==> src/rtl/eight_bit_ripple_adder.sv <==
// eight_bit_ripple_adder
//   Registered WIDTH-bit adder: {cout, sum} <= a + b + cin, one cycle latency,
//   one new operation accepted every cycle. The datapath is a structural chain
//   of full-adder cells with the carry rippling from bit 0 up to the MSB; no
//   behavioural '+' is used.
//
//   Ports
//     clk   in   1      rising-edge clock
//     rst   in   1      synchronous active-high reset (clears sum/cout)
//     a     in   WIDTH  operand A, unsigned
//     b     in   WIDTH  operand B, unsigned
//     cin   in   1      carry into bit 0
//     sum   out  WIDTH  registered sum
//     cout  out  1      registered carry out of bit WIDTH-1

// One bit of the chain. Kept as its own module so the netlist shows exactly
// WIDTH identical cells and the ripple path is easy to trace in timing reports.
//   a, b, ci : operand bits and incoming carry
//   s, co    : sum bit and outgoing carry
module ripple_fa_cell (
  input  logic a,
  input  logic b,
  input  logic ci,
  output logic s,
  output logic co
);
  logic p;

  // Propagate term is shared between the sum and the carry.
  assign p  = a ^ b;
  assign s  = p ^ ci;
  assign co = (a & b) | (ci & p);
endmodule

module eight_bit_ripple_adder #(
  parameter int WIDTH = 8
) (
  input  logic             clk,
  input  logic             rst,
  input  logic [WIDTH-1:0] a,
  input  logic [WIDTH-1:0] b,
  input  logic             cin,
  output logic [WIDTH-1:0] sum,
  output logic             cout
);

  generate
    if (WIDTH < 1) begin : g_bad_width
      $error("eight_bit_ripple_adder: WIDTH must be >= 1");
    end
  endgenerate

  // carry[i] is the carry into cell i; carry[WIDTH] leaves the MSB and only
  // ever lands in cout, never back into bit 0.
  logic [WIDTH:0]   carry;
  logic [WIDTH-1:0] sum_comb;

  assign carry[0] = cin;

  genvar i;
  generate
    for (i = 0; i < WIDTH; i++) begin : g_cell
      ripple_fa_cell u_cell (
        .a  (a[i]),
        .b  (b[i]),
        .ci (carry[i]),
        .s  (sum_comb[i]),
        .co (carry[i+1])
      );
    end
  endgenerate

  // Output register: the only path from inputs to outputs goes through here,
  // so downstream logic sees a clean flop and the ripple chain owns the cycle.
  always_ff @(posedge clk) begin
    if (rst) begin
      sum  <= '0;
      cout <= 1'b0;
    end else begin
      sum  <= sum_comb;
      cout <= carry[WIDTH];
    end
  end

endmodule

==> config.mk <==
export PLATFORM = sky130hd
export DESIGN_NAME = eight_bit_ripple_adder
export DESIGN_NICKNAME = d
export VERILOG_FILES = /design/src/rtl/eight_bit_ripple_adder.sv
export SDC_FILE = /design/constraint.sdc
export NUM_CORES = 1
export LEC_CHECK = 0
export CORE_AREA = 4 4 41 43
export DETAILED_ROUTE_END_ITERATION = 8
export DIE_AREA = 0 0 45 47
export DONT_BUFFER_PORTS = 1
export SLEW_MARGIN = 15
export SYNTH_ARGS = -nofsm -noshare
export SYNTH_HDL_FRONTEND = slang
export SYNTH_SLANG_ARGS = --single-unit
==> constraint.sdc <==
create_clock -name clk -period 4.45 [get_ports clk]
set_input_delay 0.89 -clock clk [delete_from_list [all_inputs] [get_ports clk]]
set_output_delay 0.89 -clock clk [all_outputs]
set_load 0.005 [all_outputs]
==> flow_metrics.tcl, run 1 <==
set metrics [dict create \
    yosysSeqAreaShare_pct 43.4 \
    viasPerCell 4.21 \
    synth_area_um2 415 \
    post-route-period-util_pct 87.3 \
    clockBufferDepth 2 \
    io_pins 28 \
    finalWorstSetupSlack_ns 0.565 \
    cts_resized 0 \
    cts.sinks 9 \
    synth_top_cell_by_area "dfxtp_1" \
    crit_arrival_ns 4.08 \
    drtIter0Drc 6 \
    gp_congestion 0.630 \
    synth_seq_cells 9 \
    firstDrtPassIters 2 \
    hold_path.class "input port to flop" \
    path_class "input port to flop" \
    antenna_cells 0 \
    cp-end-kind "flop" \
    grt_antenna_before_repair 0 \
    p_leak_uw 0.000205 \
    initial_core_util_pct 31.9 \
    ys_types 5 \
    required_ns 4.64 \
    antenna_left 0 \
    htree_levels 1 \
    grt_pass1_wl_um 1020 \
    syn-instance-count 33 \
    hpwl_um 693 \
    synth_area_leaders "dfxtp_1 (43%), fa_1 (39%), nor2b_1 (9.0%)" \
    setup_tns_ns 0 \
    finalHoldViolCount 0 \
    rsz0062_at_grt "no" \
    ys_async_sr_fraction_pct 0 \
    slew_violations 0 \
    wl_per_cell_um 14.3 \
    core_area_um2 1300 \
    cts_buffers 3 \
    cp-start-kind "input port" \
    synth_nets 60 \
    wl_um 742 \
    io_buffers 0 \
    grt_max_degree 10 \
    synth_top_area_share_pct 43.4 \
    fin_nets 65 \
    post-route-util_pct 35.4 \
    cts_setup_buffers 0 \
    first_global_vias 265 \
    gr-total-overflow 0 \
    post-place-ws_ns 0.285 \
    grt_use_total_pct 7.62 \
    clk_pin_slew_worst_paths_ns 0.05 \
    ir_drop_mv 0.0793 \
    drive_above_1_share_pct 8.11 \
    synthTopCellsByCount "dfxtp_1 (9), fa_1 (8), inv_1 (7)" \
    clock-root-buffer "clkbuf_4" \
    cp_max_fo 1 \
    finalPower_uw 177 \
    synth-warning-count 0 \
    p_per_area_nw_per_um2 384 \
    relSlewSlack_pct 94.2 \
    setup_viol 0 \
    ctsHoldBuffers 0 \
    drc_errors 0 \
    fp.dieH_um 47 \
    yosysMostFrequentCell "dfxtp_1" \
    fmax_mhz 257 \
    min_period_ns 3.89 \
    synth_flop_cell "dfxtp_1" \
    cts_tree "done" \
    dieArea_um2 2120 \
    worst_slew_pin_slew_ns 0.0868 \
    syn_area_per_cell_um2 12.6 \
    cap_violations 0 \
    synth_edf_count 0 \
    rows 13 \
    syn2layout_area_growth_pct 10.8 \
    fp.dieW_um 45 \
    run_status "finished clean" \
    vias 219 \
]
## stage by stage
step	cell area [um^2]	hold slack, ns	instances
2_1_floorplan	415	0.957	33
3_3_place_gp	434	0.960	48
3_5_place_dp	434	0.960	48
4_1_cts	460	0.690	52
5_1_grt	460	0.687	52
6_report	460	0.698	52
## where the power goes
| group | switching, uW | internal (uW) |
|---|---|---|
| logic | 9.83 | 12.2 |
| registers | 5.00 | 90.7 |
| clock network | 24.6 | 34.3 |
| total | 39.4 | 137 |
## area by class of cell
type | count | area, um^2
Fill cell | 140 | 841
Clock buffer | 4 | 26.3
Sequential cell | 9 | 180
Tap cell | 15 | 18.8
Inverter | 7 | 26.3
Multi-Input combinational cell | 17 | 209
## layout by cell type (no fill, tap or decap), drive strengths merged
master and instances:
clkbuf 4, dfxtp 9, fa 8, inv 7, nor2 3, nor2b 6
## routing by layer
layer | global-route usage (%) | part of all wire, % | up-vias
met5 | 0 | 0 | -
met3 | 2.30 | 13 | 2
li1 | - | - | 99
met2 | 13.0 | 57 | 17
met1 | 5.94 | 27 | 101
met4 | 10.5 | 2.6 | 0
## worst paths after layout
kind | from | to | slack [ns] | cells past startpoint
setup / recovery | a[0] | sum[7] | 0.56 | 12
hold / removal | rst | sum[7] | 0.70 | 1
## critical path, stage by stage
cell	delay, ns
inv_1	0.06
fa_1	0.16
inv_1	0.05
fa_1	0.38
fa_1	0.39
fa_1	0.39
fa_1	0.39
fa_1	0.39
fa_1	0.38
inv_1	0.08
fa_1	0.41
nor2_1	0.10
## kinds of logic (layout without fill, tap and decap cells)
family	after synthesis	after routing	synth area share, %
and+or+nand+nor	9	9	11.7
adders and majority gates	8	8	38.6
buffers and inverters	7	11	6.33
DFF	9	9	43.4
## state kept, by name, indices dropped and copies added, names as in the netlist
register / flops
sum: 8
cout: 1
Power figures use the tool's default switching activity.
==> run 2, diff against run 1 <==
--- a/config.mk
+++ b/config.mk
@@ -9,6 +9,7 @@
 export DETAILED_ROUTE_END_ITERATION = 8
 export DIE_AREA = 0 0 45 47
 export DONT_BUFFER_PORTS = 1
+export GPL_ROUTABILITY_DRIVEN = 0
 export SLEW_MARGIN = 15
 export SYNTH_ARGS = -nofsm -noshare
 export SYNTH_HDL_FRONTEND = slang
==> constraint.sdc (replaced) <==
create_clock -name clk -period 3.1 [get_ports clk]
set_input_delay 0.62 -clock clk [delete_from_list [all_inputs] [get_ports clk]]
set_output_delay 0.62 -clock clk [all_outputs]
set_load 0.005 [all_outputs]
==> flow_metrics.tcl, run 2 (synthesis gave the netlist of run 1 again) <==
set metrics [dict create \
    finalPower_uw 257 \
    grt_max_degree 10 \
    cts_setup_buffers 0 \
    htree_levels 1 \
    cp-end-kind "flop" \
    initial_core_util_pct 31.9 \
    multiInputGateArea_um2 226 \
    regArea_um2 180 \
    seq_power_share_pct 53.5 \
    finalWorstSetupSlack_ns -0.226 \
    setup_tns_ns -0.226 \
    antenna_cells 0 \
    finalHoldViolCount 0 \
    fmax_mhz 301 \
    cts_tree "done" \
    largest_registers "sum (8), cout (1)" \
    dieArea_um2 2120 \
    grt_use_total_pct 8.02 \
    clkPwrFrac_pct 32.5 \
    largest_register_ffs 8 \
    rows 13 \
    vias 222 \
    path_cells "clkinv_16 > fa_2 > inv_2 > fa_2 > fa_2 > fa_2 > fa_2 > fa_2 > fa_2 > inv_2 > fa_1 > nor2_1" \
    largest-register "sum" \
    critPathMostFrequentCell "fa_2" \
    fp.dieW_um 45 \
    slew_violations 0 \
    swShare_pct 21.9 \
    viasPerCell 4.27 \
    crit_path_max_incr_delay_ns 0.39 \
    slowest_stage "fa_1" \
    p_switching_uw 56.3 \
    fp.dieH_um 47 \
    wl_um 675 \
    drive_above_1_share_pct 40.5 \
    io_pins 28 \
    place_area_um2 469 \
    cp_max_fo 1 \
    gr-total-overflow 0 \
    crit_arrival_ns 3.52 \
    clockBufferDepth 2 \
    cts_buffers 3 \
    clk_pin_slew_worst_paths_ns 0.05 \
    post-route-period-util_pct 107 \
    setup_viol 1 \
    grt_antenna_before_repair 0 \
    path_class "input port to flop" \
    drtIter0Drc 2 \
    rsz0062_at_grt "yes" \
    io_buffers 0 \
    cts.sinks 9 \
    p_per_area_nw_per_um2 495 \
    final_common_cell "dfxtp_1" \
    drc_errors 0 \
    relSlewSlack_pct 94.1 \
    post-route-util_pct 39.9 \
    cp-start-kind "input port" \
    p_leak_uw 0.000204 \
    internal_power_uw 201 \
    finalInstanceArea_um2 519 \
    combPwrFrac_pct 14.0 \
    firstDrtPassIters 4 \
    mostFrequentLayoutCells "dfxtp_1 (9), fa_2 (7), nor2b_1 (6)" \
    final_cell_count_no_fill 52 \
    antenna_left 0 \
    hold_path.class "input port to flop" \
    first_global_vias 283 \
    clock-root-buffer "clkbuf_4" \
    syn2layout_area_growth_pct 25.0 \
    worst_slew_pin_slew_ns 0.0880 \
    cp_top_family "adder cells" \
    core_area_um2 1300 \
    run_status "finished with violations" \
    ir_drop_mv 0.133 \
    hpwl_um 636 \
    crit_buf_inv 3 \
    place_inst 48 \
    num-fill-cells 144 \
    wl_per_cell_um 13.0 \
    violations "setup timing" \
    min_period_ns 3.33 \
    ctsHoldBuffers 0 \
    cap_violations 0 \
    fin_nets 65 \
    grt_pass1_wl_um 1060 \
    required_ns 3.29 \
]
run 2: changes by cell type in the layout (fill, tap and decap cells not counted):
cell       change
clkinv_16      +1
fa_2           +7
fa_1           -7
inv_1          -5
clkinv_8       +1
inv_4          +1
inv_2          +2
run 2: final timing paths:
check | start | to | slack (ns) | cells past startpoint
worst max-delay path | a[0] | sum[7] | -0.23 | 12
worst min-delay path | rst | sum[7] | 0.43 | 1
run 2: what timing repair did:
| item | CTS | global route |
|---|---|---|
| pin swaps | 0 | 0 |
| resized for setup | 0 | 5 |
| setup endpoints to repair | 1 | 3 |
| cloned | 0 | 0 |
run 2: per-layer routing:
| metal | global-route usage [%] | wire [um] | vias up |
|---|---|---|---|
| met1 | 6.41 | 219 | 98 |
| li1 | - | - | 98 |
| met3 | 3.07 | 96 | 5 |
| met4 | 15.2 | 52 | 0 |
| met5 | 0 | 0 | - |
| met2 | 11.0 | 306 | 21 |
run 2: stage by stage:
stage          hold WS, ns  worst slack (ns)
4_1_cts              0.421            -0.221
3_5_place_dp         0.694            -0.489
2_1_floorplan        0.687            -0.408
3_3_place_gp         0.690            -0.467
5_1_grt              0.421            -0.319
6_report             0.431            -0.226
run 2: power groups by stage:
stage          combinational, uW  sequential [uW]  clock [uW]
6_report                    35.9              138        83.6
5_1_grt                     44.5              139        89.9
4_1_cts                     36.3              139        87.9
3_5_place_dp                36.2              141           0
3_3_place_gp                33.8              141           0
2_1_floorplan               29.4              138           0
run 2: layout make-up:
type                       instances  share of cell area (%)
inverter                           7                    13.0
clock buffer                       4                    5.06
sequential                         9                    34.7
multi-input combinational         17                    43.6
tap                               15                    3.61
